--- src/rtl/branch_ctrl_pkg.sv ---
// rtl/branch_ctrl_pkg.sv - shared compare opcodes, FSM encodings and target helper for branch_ctrl
package branch_ctrl_pkg;

  // Comparator opcodes shared with the decoder (all magnitude compares are signed)
  localparam logic [4:0] CMP_EQ = 5'd0;
  localparam logic [4:0] CMP_NE = 5'd1;
  localparam logic [4:0] CMP_LT = 5'd2;
  localparam logic [4:0] CMP_LE = 5'd3;
  localparam logic [4:0] CMP_GT = 5'd4;
  localparam logic [4:0] CMP_GE = 5'd5;

  // Branch FSM state encodings
  localparam logic [1:0] ST_IDLE = 2'd0;
  localparam logic [1:0] ST_WAIT = 2'd1;
  localparam logic [1:0] ST_SLOT = 2'd2;

  // pc + 4 + (sext(imm) << 2), wrapping at 32 bits
  function automatic logic [31:0] branch_target(input logic [31:0] pc, input logic [15:0] imm);
    return pc + 32'd4 + {{14{imm[15]}}, imm, 2'b00};
  endfunction

endpackage

--- src/rtl/branch_ctrl_cmp.sv ---
// rtl/branch_ctrl_cmp.sv - single branch comparator, Zero=1 when the selected condition holds
module branch_ctrl_cmp
  import branch_ctrl_pkg::*;
(
  input  logic [31:0] A,
  input  logic [31:0] B,
  input  logic [4:0]  CMPOp,
  output logic        Zero
);

  // Evaluate the selected condition; unknown opcodes report false so the branch falls through
  always_comb begin
    Zero = 1'b0;
    case (CMPOp)
      CMP_EQ:  Zero = (A == B);
      CMP_NE:  Zero = (A != B);
      CMP_LT:  Zero = ($signed(A) <  $signed(B));
      CMP_LE:  Zero = ($signed(A) <= $signed(B));
      CMP_GT:  Zero = ($signed(A) >  $signed(B));
      CMP_GE:  Zero = ($signed(A) >= $signed(B));
      default: Zero = 1'b0;
    endcase
  end

endmodule

--- src/rtl/branch_ctrl.sv ---
// rtl/branch_ctrl.sv - ID-stage branch resolution, stall, delay-slot annul and perf counters
module branch_ctrl
  import branch_ctrl_pkg::*;
#(
  parameter int CNT_W    = 32,
  parameter int MAX_WAIT = 15
) (
  input  logic             clk,
  input  logic             reset,
  input  logic             br_valid,
  input  logic [4:0]       br_cmpop,
  input  logic             br_likely,
  input  logic [31:0]      br_pc,
  input  logic [15:0]      br_imm,
  input  logic [31:0]      rs_data,
  input  logic [31:0]      rt_data,
  input  logic             rs_ready,
  input  logic             rt_ready,
  input  logic             ext_stall,
  output logic             stall,
  output logic             resolve,
  output logic             taken,
  output logic [31:0]      target,
  output logic             annul_slot,
  output logic             wait_err,
  output logic [CNT_W-1:0] cnt_branch,
  output logic [CNT_W-1:0] cnt_taken,
  output logic [CNT_W-1:0] cnt_stall
);

  // Wait counter must hold MAX_WAIT+1, the value that flags the error
  localparam int                WCNT_W   = $clog2(MAX_WAIT + 2);
  localparam logic [WCNT_W-1:0] WAIT_LIM = WCNT_W'(MAX_WAIT + 1);

  logic [1:0]        r_state;
  logic [WCNT_W-1:0] r_wait_cnt;
  logic              r_wait_err;
  logic [CNT_W-1:0]  r_cnt_branch;
  logic [CNT_W-1:0]  r_cnt_taken;
  logic [CNT_W-1:0]  r_cnt_stall;

  logic              w_ready;
  logic              w_go;
  logic              w_cmp_out;
  logic [1:0]        w_state_nxt;
  logic [WCNT_W-1:0] w_wait_nxt;

  branch_ctrl_cmp u_cmp (
    .A     (rs_data),
    .B     (rt_data),
    .CMPOp (br_cmpop),
    .Zero  (w_cmp_out)
  );

  assign w_ready    = rs_ready && rt_ready;
  assign w_go       = br_valid && !ext_stall;
  assign stall      = w_go && !w_ready;
  // The instruction in ID during SLOT is the annulled delay slot, never a real branch
  assign resolve    = w_go && w_ready && (r_state != ST_SLOT);
  assign taken      = resolve && w_cmp_out;
  assign target     = branch_target(br_pc, br_imm);
  assign annul_slot = (r_state == ST_SLOT);
  assign wait_err   = r_wait_err;
  assign cnt_branch = r_cnt_branch;
  assign cnt_taken  = r_cnt_taken;
  assign cnt_stall  = r_cnt_stall;

  // Next-state and wait-count logic; an external stall freezes both
  always_comb begin
    w_state_nxt = r_state;
    w_wait_nxt  = r_wait_cnt;
    if (!ext_stall) begin
      case (r_state)
        ST_IDLE: begin
          if (stall) begin
            w_state_nxt = ST_WAIT;
            w_wait_nxt  = WCNT_W'(1);
          end else if (resolve && !w_cmp_out && br_likely) begin
            w_state_nxt = ST_SLOT;
          end
        end
        ST_WAIT: begin
          if (!br_valid) begin
            w_state_nxt = ST_IDLE;
            w_wait_nxt  = '0;
          end else if (stall) begin
            if (r_wait_cnt != WAIT_LIM) begin
              w_wait_nxt = r_wait_cnt + WCNT_W'(1);
            end
          end else begin
            w_state_nxt = (!w_cmp_out && br_likely) ? ST_SLOT : ST_IDLE;
            w_wait_nxt  = '0;
          end
        end
        ST_SLOT: begin
          w_state_nxt = ST_IDLE;
          w_wait_nxt  = '0;
        end
        default: begin
          w_state_nxt = ST_IDLE;
          w_wait_nxt  = '0;
        end
      endcase
    end
  end

  // State, wait count and sticky wait error registers
  always_ff @(posedge clk or posedge reset) begin
    if (reset) begin
      r_state    <= ST_IDLE;
      r_wait_cnt <= '0;
      r_wait_err <= 1'b0;
    end else begin
      r_state    <= w_state_nxt;
      r_wait_cnt <= w_wait_nxt;
      if (w_wait_nxt == WAIT_LIM) begin
        r_wait_err <= 1'b1;
      end
    end
  end

  // Wrapping performance counters
  always_ff @(posedge clk or posedge reset) begin
    if (reset) begin
      r_cnt_branch <= '0;
      r_cnt_taken  <= '0;
      r_cnt_stall  <= '0;
    end else begin
      if (resolve) r_cnt_branch <= r_cnt_branch + CNT_W'(1);
      if (taken)   r_cnt_taken  <= r_cnt_taken + CNT_W'(1);
      if (stall)   r_cnt_stall  <= r_cnt_stall + CNT_W'(1);
    end
  end

endmodule
--- config.mk ---
export PLATFORM = sky130hd
export DESIGN_NAME = branch_ctrl
export DESIGN_NICKNAME = d
export VERILOG_FILES = /design/src/rtl/branch_ctrl_pkg.sv /design/src/rtl/branch_ctrl_cmp.sv /design/src/rtl/branch_ctrl.sv
export SDC_FILE = /design/constraint.sdc
export NUM_CORES = 1
export LEC_CHECK = 0
export CELL_PAD_IN_SITES_DETAIL_PLACEMENT = 0
export CELL_PAD_IN_SITES_GLOBAL_PLACEMENT = 2
export CORE_MARGIN = 3
export CORE_UTILIZATION = 29
export DETAILED_ROUTE_END_ITERATION = 16
export PLACE_DENSITY_LB_ADDON = 0.1
export SLEW_MARGIN = 20
export SYNTH_ARGS = -nofsm -noshare
export SYNTH_HDL_FRONTEND = slang
export SYNTH_SLANG_ARGS = --single-unit
export TNS_END_PERCENT = 100
--- constraint.sdc ---
create_clock -name clk -period 10.5 [get_ports clk]
set_clock_uncertainty 0.15 [all_clocks]
set_input_delay 2.625 -clock clk [delete_from_list [all_inputs] [get_ports clk]]
set_output_delay 2.625 -clock clk [all_outputs]
set_load 0.03 [all_outputs]
# Word-level counts from Yosys, hierarchy flattened
# Index checks and enable logic that the tools add are counted.
[totals]
ff_bits = 104
input_bits = 124
output_inout_bits = 133
elab_cells = 59
[op_classes]
n_addsub = 6
order_cmp = 4
n_eq_ne = 14
n_mux = 13
bitwise_logic = 1
n_reduce_logical = 15
[op_table]
columns = ["op", "n"]
rows = [
  ["$add 32x1->32 const B", 3],
  ["$add 32x3->32 const B", 1],
  ["$add 32x32->32", 1],
  ["$eq 32x32->1", 1],
  ["$ge 32x32->1", 1],
  ["$gt 32x32->1", 1],
  ["$le 32x32->1", 1],
  ["$lt 32x32->1", 1],
  ["$ne 32x32->1", 1],
  ["$mux 5", 5],
  ["$eq 5x2->1 const B", 2],
  ["$eq 5x3->1 const B", 2],
  ["$mux 2", 5],
  ["$pmux 5 s2", 1],
  ["$logic_and 1x1->1", 9],
  ["$ne 3x3->1 const B", 2],
  ["$pmux 1 s6", 1],
  ["$add 5x1->5 const B", 1],
  ["$eq 5x1->1 const B", 1],
  ["$eq 5x5->1 const B", 1],
  ["$logic_not 5->1", 1],
  ["$ne 5x5->1 const B", 1],
  ["$pmux 2 s2", 1],
  ["$logic_not 1->1", 3],
  ["other kinds (6)", 6],
]

# Logic depth before layout (Yosys ltp)
# Gate-level depths: netlist (run 1).
[logic_depth]
word_depth = 9
depth_mapped = 14
ltp_nobuf = 14

# Modules after synthesis
# From an unflattened synthesis (run 1), not the netlist that was laid out.
[unflattened]
cells_unflattened = 797
area_unflattened_um2 = 7566.0
[by_module_without_submodules]
columns = ["mod", "instances", "cells_per_inst", "area_each_um2", "seq_area_each_um2"]
rows = [
  ["branch_ctrl", 1, 666, 6601.3, 2602.5],
  ["branch_ctrl_cmp", 1, 131, 964.7, 0.0],
]

# Worst setup path before layout (run 1)
# OpenSTA, ideal clock, no wires.
[synth_path]
path_type = "input to output"
from = "input port br_pc[3]"
to = "output port target[31]"
arrival_ns = 5.356
required_time_ns = 7.725
setup_slack_ns = 2.369
stages = 12
path_buffers = 0
path_cell_list = "ha_1 ha_1 fa_1 a211oi_1 o211ai_1 a221oi_2 o221a_2 a31oi_1 nand4_1 nand4b_1 a21oi_1 xnor2_1"
[synth_via]
elab_chain_cells = 2
[synth_lines]
columns = ["element", "line", "text"]
rows = [
  ["start, declared", "branch_ctrl.sv:13", "input logic [31:0] br_pc,"],
  ["$add 32x3->32", "branch_ctrl_pkg.sv:19", "return pc + 32'd4 + {{14{imm[15]}}, imm, 2'b00};"],
  ["$add 32x32->32", "branch_ctrl_pkg.sv:19", ""],
  ["end, declared", "branch_ctrl.sv:23", "output logic [31:0] target,"],
]
# No other way between the ends.

# Worst setup path in the final report (run 1)
# Ends and elaborated chain as after synthesis.

==> results of run 1 <==
[worst max-delay path: cells and delay by family]
family / cells / cell delay (ps)
AO/OA/AOI/OAI: 6 / 1600
XOR/XNOR: 1 / 130
adder cells (fa/ha/maj): 3 / 980
buffers and inverters: 2 / 1080
AND/OR/NAND/NOR: 2 / 250
[through the flow]
| step | power [mW] | utilization |
|---|---|---|
| 3_5_place_dp | 0.959 | 0.416 |
| 6_report | 1.28 | 0.428 |
| 5_1_grt | 1.36 | 0.428 |
| 2_1_floorplan | 0.756 | - |
| 4_1_cts | 1.30 | 0.428 |
| 3_3_place_gp | 0.960 | 0.416 |
[placed cells by master (no fill, tap or decap), drive strengths merged, types with 6 or more instances in the layout]
cell type        n
inv             63
a21oi           38
a31oi            6
o211ai           6
and3            20
nor2            36
nand4           38
xnor2           98
clkdlybuf4s50  252
nor3            16
o21ai           21
ha              94
and2             8
and4             7
nand2b           8
clkbuf          11
nand2           71
xor2            29
a21o            13
dfrtp          104
nand3           48
[worst min-delay path by stage]
stage                     slack [ps]                      start                        end  depth (start not counted)
after detailed placement         310       wait_err$_DFFE_PP0N_       wait_err$_DFFE_PP0N_                          2
after global routing             350  cnt_stall[31]$_DFFE_PP0P_  cnt_stall[31]$_DFFE_PP0P_                          1
after global placement           310  cnt_taken[31]$_DFFE_PP0P_  cnt_taken[31]$_DFFE_PP0P_                          1
after floorplan                  390     r_state[1]$_DFFE_PP0P_     r_state[1]$_DFFE_PP0P_                          1
after CTS                        330  cnt_taken[31]$_DFFE_PP0P_  cnt_taken[31]$_DFFE_PP0P_                          1
final                            320  cnt_stall[31]$_DFFE_PP0P_  cnt_stall[31]$_DFFE_PP0P_                          1
[flip-flops by register name, indices dropped and copies added (netlist names)]
register / count
cnt_branch: 32
r_state: 2
cnt_taken: 32
r_wait_cnt: 5
wait_err: 1
cnt_stall: 32
[synth_stat cells, types with 3 or more instances]
library cell	count	area, um^2
sky130_fd_sc_hd__a21oi_1	38	190
sky130_fd_sc_hd__a211oi_1	3	22.5
sky130_fd_sc_hd__nand4_1	37	231
sky130_fd_sc_hd__o21ai_0	20	100
sky130_fd_sc_hd__nand3_1	48	240
sky130_fd_sc_hd__nor2_1	35	131
sky130_fd_sc_hd__nand2b_1	5	31.3
sky130_fd_sc_hd__buf_6	3	33.8
sky130_fd_sc_hd__o21bai_1	5	37.5
sky130_fd_sc_hd__and3_1	20	125
sky130_fd_sc_hd__xor2_1	29	254
sky130_fd_sc_hd__o31ai_1	3	22.5
sky130_fd_sc_hd__nand2_1	70	263
sky130_fd_sc_hd__nor2b_1	3	18.8
sky130_fd_sc_hd__or2_2	3	18.8
sky130_fd_sc_hd__nand3b_1	4	30.0
sky130_fd_sc_hd__dfrtp_1	104	2600
sky130_fd_sc_hd__a21o_1	13	97.6
sky130_fd_sc_hd__nor3_1	13	65.1
sky130_fd_sc_hd__nand2b_4	3	41.3
sky130_fd_sc_hd__and2_1	8	50.1
sky130_fd_sc_hd__inv_1	59	221
sky130_fd_sc_hd__ha_1	94	1180
sky130_fd_sc_hd__buf_2	3	15.0
sky130_fd_sc_hd__xnor2_1	98	858
sky130_fd_sc_hd__a31oi_1	5	31.3
sky130_fd_sc_hd__and4_1	7	61.3
sky130_fd_sc_hd__o211ai_1	6	45.0
[layer usage]
layer,vias to the layer above,share of wire
li1,3264,-
met1,2906,0.44
met2,144,0.50
met3,9,0.053
met4,0,0.0072
met5,-,0
[power by group]
group / switching, mW / internal, mW
Combinational: 0.260 / 0.222
Sequential: 0.0369 / 0.426
Clock: 0.160 / 0.172
Total: 0.457 / 0.821
[kinds of logic (layout without fill, tap and decap cells)]
logic type / Yosys count / in the layout / share of synthesized area
buffers and inverters: 72 / 332 / 0.0410
and+or+nand+nor: 271 / 271 / 0.196
muxes: 2 / 2 / 0.00354
DFF: 104 / 104 / 0.351
other: 0 / 1 / 0
xor gates and xnor gates: 127 / 127 / 0.150
AOI/OAI and AO/OA: 111 / 111 / 0.0975
adders and majority gates: 95 / 95 / 0.161
[layout make-up]
| type | count | area, um^2 | share of cell area |
|---|---|---|---|
| multi-input combinational | 606 | 4510 | 0.426 |
| sequential | 104 | 2600 | 0.246 |
| timing repair buffer | 254 | 2540 | 0.240 |
| tap | 324 | 405 | 0.0383 |
| clock buffer | 11 | 243 | 0.0229 |
| inverter | 62 | 235 | 0.0222 |
| clock inverter | 5 | 48.8 | 0.00461 |
| antenna | 1 | 2.50 | 0.000236 |
==> out/results.ini, run 1 <==
[clocking]
clk_path_buf_depth = 2
ctsHoldBuffers = 0
root_buffer = sky130_fd_sc_hd__clkbuf_16
cts_tree = built
cts_made_buffers = 9
clk-insertion-delay-late_ps = 350
numClockSinks = 104
post_cts.repair.setup_buffers = 0
cts_repair_resize_count = 0
clk_transition_reported_paths_ps = 80
ctsHtreeMaxLevel = 3

[place]
port-buffer-count = 252
placement.cell_area_um2 = 10300
preCtsSetupSlack_ps = 1060
place_congestion = 0.768
dp.cells = 1350
total_half_perimeter_wirelength_after_legalization_and_detailed_placement_mm = 16.7

[detailed_routing]
drc = 0
wirelength_mm = 20.7
num_vias = 6323
detail_route.first_pass.iterations = 4
detail-route-antenna-nets = 0
detailedRoute.firstIterationViolations = 324
avgRoutedWirePerCell_um = 15.1
drt-vias-per-instance = 4.63

[sta]
setup_total_negative_slack_ps = 0
timing_hold_violations_final = 0
setup_repair_after_global_routing_missed_its_margin = false
slew-limit-headroom = 0.472
final_max_slew_viol_count = 0
setup_viol_count_final = 0
final_period_minus_worst_setup_slack_ps = 9430
final.period_utilization = 0.898
finalHoldWorstSlack_ps = 319
fmaxAchievable_mhz = 106
finalWorstSetupSlack_ps = 1070
worst_pin_slew_ps = 793

[min_path]
holdCritPathClass = reg2reg

[floorplan]
die_area_um2 = 27500
fp-row-count = 57
die_height_um = 166
die_width_um = 166
num_io_pins = 257
start_util = 0.300
core-area_um2 = 24700

[pwr]
vdd_drop_max_uv = 78.8
pwr_density_cell_nw_per_um2 = 121
leakage_nw = 4.78

[grt]
grt_util_met2 = 0.264
grt.total_usage = 0.150
global_route_wire_length_before_repair_mm = 34.7
antenna_violations_before_repair = 1
vias_in_the_first_global_route = 6510
grt_max_degree = 60
met1_usage = 0.190
grt-ovfl-total = 0
gr-usage-met3 = 0.0378
gr-max-usage-layer = met2

[synthesis]
synth-seq-cells = 104
async_reset_ff_frac = 1.00
synth.avg_cell_area_um2 = 9.48
syn-num-nets = 1001
netlist_area_um2 = 7420
yosysSeqAreaShare = 0.351
syn-instance-count = 782
ys_types = 65
flip_flop_cell_with_the_highest_count_after_synthesis = sky130_fd_sc_hd__dfrtp_1
yosys_warns = 0
synth_enable_flop_cells = 0

[cells_and_area]
num-nets-final = 1256
post_layout_nonfiller_instances = 1367
finalInstanceArea_um2 = 10600
drive_above_1_share = 0.0403
fillers = 2488
syn_to_final_growth_pct = 42.7

[run_status]
outcome = completed

[setup_path]
rr_endpoint = cnt_branch[31]$_DFFE_PP0P_
r2r_setup_slack_ps = 7380
worst-setup-path-type = in2out
start_kind = primary input
worst_setup_path_end = target[31]
crit-reg2reg-launch = r_state[1]$_DFFE_PP0P_
worst-endpoint-arrival_ps = 6650
worst_setup_path_startpoint = br_pc[3]
required_ps = 7730
critical_path.cell_chain = clkdlybuf4s50_1, ha_1, ha_1, fa_1, a211oi_1, o211ai_1, a221oi_2, o221a_2, a31oi_1, nand4_1, nand4b_1, a21oi_1, xnor2_1, clkdlybuf4s50_1
crit_slowest_cell = sky130_fd_sc_hd__clkdlybuf4s50_1
critPathMaxFanout = 4
worst_setup_path_end_kind = output port
worst-r2r-cell-count = 9
max_stage_delay_ps = 680

[job]
maxCapViolCount = 0

Note: power is estimated with default switching activity, not from simulation.
==> run 2, diff against run 1 <==
--- a/config.mk
+++ b/config.mk
@@ -5,10 +5,12 @@
 export SDC_FILE = /design/constraint.sdc
 export NUM_CORES = 1
 export LEC_CHECK = 0
+export CAP_MARGIN = 30
 export CELL_PAD_IN_SITES_DETAIL_PLACEMENT = 0
 export CELL_PAD_IN_SITES_GLOBAL_PLACEMENT = 2
 export CORE_MARGIN = 3
-export CORE_UTILIZATION = 29
+export CORE_UTILIZATION = 30
+export CTS_BUF_LIST = sky130_fd_sc_hd__clkbuf_8
 export DETAILED_ROUTE_END_ITERATION = 16
 export PLACE_DENSITY_LB_ADDON = 0.1
 export SLEW_MARGIN = 20
==> run 2 against run 1 <==
  * Critical path depth unchanged
  * Die area decreased by 3.2%
  * Flip-flop and latch count unchanged
  * Clock power decreased by 25%
  * Combinational power about the same
  * Core utilization increased by 1.2 points
  * Total power decreased by 6.4%
  * Sequential power about the same
  * Register-to-register slack got worse by 40 ps
  * Worst setup slack improved by 62 ps
==> out/results.ini, run 2 (synthesis results as in run 1) <==
[clocking]
ctsHoldBuffers = 0  ; unchanged
ctsHtreeMaxLevel = 3  ; unchanged
cts_repair_resize_count = 0  ; unchanged
clk_path_buf_depth = 2  ; unchanged
clk_transition_reported_paths_ps = 100  ; +20 ps
cts_made_buffers = 9  ; unchanged
post_cts.repair.setup_buffers = 0  ; unchanged
numClockSinks = 104  ; unchanged
clk-insertion-delay-late_ps = 390  ; +40 ps
cts_tree = built
root_buffer = sky130_fd_sc_hd__clkbuf_8

[detailed_routing]
detail-route-antenna-nets = 0  ; unchanged
num_vias = 6323  ; unchanged
drc = 0  ; unchanged
detail_route.first_pass.iterations = 4  ; unchanged
drt-vias-per-instance = 4.64  ; +0.29%
wirelength_mm = 20.4  ; -1.4%
avgRoutedWirePerCell_um = 15.0  ; -1.1%
detailedRoute.firstIterationViolations = 229  ; -29%

[floorplan]
core-area_um2 = 23900  ; -3.5%
num_io_pins = 257  ; unchanged
die_height_um = 163  ; -1.6%
die_area_um2 = 26600  ; -3.2%
die_width_um = 163  ; -1.6%
start_util = 0.310  ; +0.0107
fp-row-count = 56  ; -1.8%

[job]
maxCapViolCount = 0  ; unchanged

[setup_path]
critPathMaxFanout = 4  ; unchanged
start_kind = primary input
worst_setup_path_end_kind = output port
worst-endpoint-arrival_ps = 6590  ; -60 ps
worst-setup-path-type = in2out
r2r_setup_slack_ps = 7340  ; -40 ps
required_ps = 7730  ; about the same

[place]
place_congestion = 0.794  ; +3.5%
preCtsSetupSlack_ps = 1130  ; +66.4 ps
port-buffer-count = 252  ; unchanged
dp.cells = 1345  ; -0.37%
total_half_perimeter_wirelength_after_legalization_and_detailed_placement_mm = 16.5  ; -0.78%

[cells_and_area]
mostFrequentLayoutCell = sky130_fd_sc_hd__clkdlybuf4s50_1
post_layout_nonfiller_instances = 1363  ; -0.29%
mostFrequentLayoutCells = sky130_fd_sc_hd__clkdlybuf4s50_1, sky130_fd_sc_hd__dfrtp_1, sky130_fd_sc_hd__xnor2_1
syn_to_final_growth_pct = 41.7
drive_above_1_share = 0.0422  ; +0.00188
layout.core_utilization = 0.440  ; +0.0121
num-nets-final = 1257  ; +0.080%

[pwr]
pwr-share-clk = 0.210  ; -0.050
p_int_mw = 0.742  ; -9.6%
total_power_mw = 1.20  ; -6.4%
power.net_switching_mw = 0.455  ; -0.58%
leakage_nw = 4.74  ; -0.74%
combPwrFrac = 0.403  ; +0.026
pwr_density_cell_nw_per_um2 = 114  ; -5.7%
vdd_drop_max_uv = 93.8  ; +19%
power.share.sequential = 0.388  ; +0.025
p_sw_frac = 0.380  ; +0.0221

[grt]
global_route_wire_length_before_repair_mm = 33.3  ; -4.1%
antenna_violations_before_repair = 1  ; unchanged
grt-ovfl-total = 0  ; unchanged
vias_in_the_first_global_route = 6440  ; -1.1%
grt.total_usage = 0.153  ; +0.00326
grt_max_degree = 73  ; +22%

[sta]
final_max_slew_viol_count = 0  ; unchanged
setup_viol_count_final = 0  ; unchanged
fmaxAchievable_mhz = 107  ; +0.66%
setup_total_negative_slack_ps = 0  ; unchanged
final.period_utilization = 0.892  ; -0.00586
setup_repair_after_global_routing_missed_its_margin = false
timing_hold_violations_final = 0  ; unchanged
finalWorstSetupSlack_ps = 1130  ; +61.5 ps
final_period_minus_worst_setup_slack_ps = 9370  ; -61.5 ps
worst_pin_slew_ps = 739  ; -53.9 ps
slew-limit-headroom = 0.506  ; +0.0343

[run_status]
outcome = completed

[min_path]
holdCritPathClass = reg2reg

run 2: per-layer routing:
layer	vias to the layer above	track usage	routed length [um]
met2	146	0.254	9690
li1	3269	-	-
met4	0	0.0327	303
met3	16	0.0398	1130
met1	2892	0.201	9250
met5	-	0	0
run 2: worst max-delay path: stages:
cell and delay [ps]:
sky130_fd_sc_hd__clkdlybuf4s50_1 400, sky130_fd_sc_hd__ha_1 300, sky130_fd_sc_hd__ha_1 240, sky130_fd_sc_hd__fa_1 440, sky130_fd_sc_hd__a211oi_1 320, sky130_fd_sc_hd__o211ai_1 170
sky130_fd_sc_hd__a221oi_2 420, sky130_fd_sc_hd__o221a_2 300, sky130_fd_sc_hd__a31oi_1 140, sky130_fd_sc_hd__nand4_1 130, sky130_fd_sc_hd__nand4b_1 100, sky130_fd_sc_hd__a21oi_1 190
sky130_fd_sc_hd__xnor2_1 130, sky130_fd_sc_hd__clkdlybuf4s50_1 680
run 2: power groups by stage:
stage / clock, mW / sequential [mW] / combinational, mW
after detailed placement: 0 / 0.473 / 0.487
final: 0.251 / 0.464 / 0.482
after global routing: 0.281 / 0.470 / 0.529
after CTS: 0.266 / 0.465 / 0.489
after floorplan: 0 / 0.498 / 0.258
after global placement: 0 / 0.471 / 0.488
run 2: path summary, 6_finish.rpt:
| check | to | cells after the start | startpoint |
|---|---|---|---|
| max in group asynchronous | r_wait_cnt[0]$_DFF_PP0_ | 4 | reset |
| hold reg to reg | cnt_stall[31]$_DFFE_PP0P_ | 1 | cnt_stall[31]$_DFFE_PP0P_ |
| hold / removal | cnt_stall[31]$_DFFE_PP0P_ | 1 | cnt_stall[31]$_DFFE_PP0P_ |
| min in group asynchronous | cnt_stall[24]$_DFFE_PP0P_ | 2 | reset |
| setup reg to reg | cnt_branch[31]$_DFFE_PP0P_ | 9 | r_state[1]$_DFFE_PP0P_ |
| setup / recovery | target[31] | 14 | br_pc[3] |
run 2: final cells by class:
type / count / area [um^2]
Fill cell: 2392 / 13400
Multi-Input combinational cell: 606 / 4510
Sequential cell: 104 / 2600
Timing Repair Buffer: 255 / 2560
Tap cell: 319 / 399
Inverter: 62 / 235
Clock buffer: 9 / 124
Clock inverter: 7 / 70.1
Antenna cell: 1 / 2.50
run 2: per-stage QoR:
stage	hold WS (ps)	instance area, um^2
after floorplan	390	7420
after global placement	307	10300
after detailed placement	315	10300
after CTS	334	10500
after global routing	353	10500
final	327	10500
==> run 3, diff against run 2 <==
--- a/config.mk
+++ b/config.mk
@@ -9,10 +9,10 @@
 export CELL_PAD_IN_SITES_DETAIL_PLACEMENT = 0
 export CELL_PAD_IN_SITES_GLOBAL_PLACEMENT = 2
 export CORE_MARGIN = 3
-export CORE_UTILIZATION = 30
+export CORE_UTILIZATION = 28
 export CTS_BUF_LIST = sky130_fd_sc_hd__clkbuf_8
 export DETAILED_ROUTE_END_ITERATION = 16
-export PLACE_DENSITY_LB_ADDON = 0.1
+export PLACE_DENSITY = 0.83
 export SLEW_MARGIN = 20
 export SYNTH_ARGS = -nofsm -noshare
 export SYNTH_HDL_FRONTEND = slang
==> constraint.sdc (replaced) <==
create_clock -name clk -period 9.2 [get_ports clk]
set_clock_uncertainty 0.15 [all_clocks]
set_input_delay 2.3 -clock clk [delete_from_list [all_inputs] [get_ports clk]]
set_output_delay 2.3 -clock clk [all_outputs]
set_load 0.03 [all_outputs]
==> run 3 against run 2 <==
  * Hold slack worse by 5.6 ps
  * Sequential power up 14%
  * Clock power up 16%
  * Highest routed layer is now met5
  * Flip-flop and latch count unchanged
==> out/results.ini, run 3 (synthesis results as in run 1) <==
[run_status]
outcome = completed

[sta]
fmaxAchievable_mhz = 115
setup_viol_count_final = 0  ; unchanged
final_max_slew_viol_count = 0  ; unchanged
finalWorstSetupSlack_ps = 483  ; -651 ps
slew-limit-headroom = 0.503  ; -0.00301
setup_total_negative_slack_ps = 0  ; unchanged
timing_hold_violations_final = 0  ; unchanged
worst_pin_slew_ps = 746  ; +6.91 ps
final.period_utilization = 0.947
setup_repair_after_global_routing_missed_its_margin = false
final_period_minus_worst_setup_slack_ps = 8720

[grt]
vias_in_the_first_global_route = 6204  ; -3.7%
gr-usage-met3 = 0.0334  ; -0.00642
grt_max_degree = 58  ; -21%
global_route_wire_length_before_repair_mm = 33.1  ; -0.56%
gr-max-usage-layer = met2
antenna_violations_before_repair = 1  ; unchanged
grt_util_met2 = 0.234  ; -0.0200
grt.total_usage = 0.141  ; -0.0125
grt-ovfl-total = 0  ; unchanged
met1_usage = 0.188  ; -0.0131

[detailed_routing]
detailedRoute.firstIterationViolations = 338  ; +48%
detail-route-antenna-nets = 0  ; unchanged
num_vias = 6429  ; +1.7%
detail_route.first_pass.iterations = 5  ; +1
wirelength_mm = 20.3  ; -0.16%
drc = 0  ; unchanged
drt-vias-per-instance = 4.68  ; +0.94%
avgRoutedWirePerCell_um = 14.8  ; -0.88%

[cells_and_area]
drive_above_1_share = 0.0422  ; unchanged
post_layout_nonfiller_instances = 1373  ; +0.73%
mostFrequentLayoutCells = sky130_fd_sc_hd__clkdlybuf4s50_1, sky130_fd_sc_hd__dfrtp_1, sky130_fd_sc_hd__xnor2_1
mostFrequentLayoutCell = sky130_fd_sc_hd__clkdlybuf4s50_1
syn_to_final_growth_pct = 41.7  ; about the same
num-nets-final = 1257  ; unchanged
n_antenna_cell = 0  ; -1

[clocking]
cts_tree = built
clk_path_buf_depth = 2  ; unchanged
ctsHoldBuffers = 0  ; unchanged
ctsHtreeMaxLevel = 3  ; unchanged
clk_transition_reported_paths_ps = 100  ; about the same
numClockSinks = 104  ; unchanged
clk-insertion-delay-late_ps = 380  ; about the same
root_buffer = sky130_fd_sc_hd__clkbuf_8
cts_made_buffers = 9  ; unchanged
post_cts.repair.setup_buffers = 0  ; unchanged
cts_repair_resize_count = 0  ; unchanged

[place]
total_half_perimeter_wirelength_after_legalization_and_detailed_placement_mm = 16.4  ; -0.85%
port-buffer-count = 252  ; unchanged
preCtsSetupSlack_ps = 453  ; -674 ps
dp.cells = 1357  ; +0.89%
place_congestion = 0.793  ; -0.13%

[setup_path]
max_stage_delay_ps = 690  ; about the same
worst-setup-path-type = in2out
required_ps = 6750  ; -980 ps
worst-endpoint-arrival_ps = 6270  ; -320 ps
worst_setup_path_end_kind = output port
crit_slowest_cell = sky130_fd_sc_hd__clkdlybuf4s50_1
critical_path.cell_chain = clkdlybuf4s50_1, ha_1, ha_1, fa_1, a211oi_1, o211ai_1, a221oi_2, o221a_2, a31oi_1, nand4_1, nand4b_1, a21oi_1, xnor2_1, clkdlybuf4s50_1
critPathMaxFanout = 4  ; unchanged
start_kind = primary input

[job]
maxCapViolCount = 0  ; unchanged

[floorplan]
die_width_um = 169  ; +3.4%
die_height_um = 169  ; +3.4%
fp-row-count = 58  ; +3.6%
num_io_pins = 257  ; unchanged
start_util = 0.290  ; -0.0209
core-area_um2 = 25600  ; +7.2%
die_area_um2 = 28500  ; +6.9%

[pwr]
total_power_mw = 1.37  ; +14%
pwr_density_cell_nw_per_um2 = 130  ; +14%
leakage_nw = 4.74  ; about the same
vdd_drop_max_uv = 191  ; +100%

[min_path]
holdCritPathClass = reg2reg

[run 3: worst paths after layout]
check                                             from                    endpoint  slack [ps]  cells past startpoint
worst max-delay path                          br_pc[3]                  target[31]         480                     14
min in group asynchronous                        reset  cnt_branch[31]$_DFFE_PP0P_        2190                      2
worst min-delay path              wait_err$_DFFE_PP0N_        wait_err$_DFFE_PP0N_         320                      2
max in group asynchronous                        reset    cnt_taken[8]$_DFFE_PP0P_        5530                      3
worst min register to register    wait_err$_DFFE_PP0N_        wait_err$_DFFE_PP0N_         320                      2
worst max register to register  r_state[1]$_DFFE_PP0P_  cnt_branch[29]$_DFFE_PP0P_        6100                      9
[run 3: critical path, delay by kind of cell]
| family | cells | cell delay, ps |
|---|---|---|
| XOR/XNOR | 1 | 140 |
| AND/OR/NAND/NOR | 2 | 230 |
| adder cells (fa/ha/maj) | 3 | 950 |
| buffers and inverters | 2 | 1090 |
| AO/OA/AOI/OAI | 6 | 1560 |
[run 3: report_power, final]
part | internal [mW] | switching [mW] | total, mW
Sequential | 0.487 | 0.0440 | 0.531
Combinational | 0.253 | 0.295 | 0.548
Clock | 0.124 | 0.168 | 0.291
Total | 0.864 | 0.506 | 1.37
[run 3: per-stage QoR]
stage                util  instance area (um^2)  hold WS (ps)
floorplan               -                  7420           390
global placement    0.402                 10300           309
detailed placement  0.402                 10300           309
CTS                 0.410                 10500           333
global route        0.410                 10500           361
finish              0.410                 10500           321
[run 3: final cells by class]
type                    instances  area (um^2)
flip-flops and latches        104         2600
fillers                      2562        15100
inverters                      62          235
multi-input cells             606         4510
clock buffers                  12          165
clock inverters                 4         36.3
repair buffers                255         2540
well taps                     330          413
[run 3: per-layer routing]
| metal | share of wire | vias to the layer above |
|---|---|---|
| met5 | 0.00098 | - |
| met4 | 0.0094 | 2 |
| met3 | 0.056 | 12 |
| met2 | 0.48 | 147 |
| met1 | 0.45 | 2999 |
| li1 | - | 3269 |
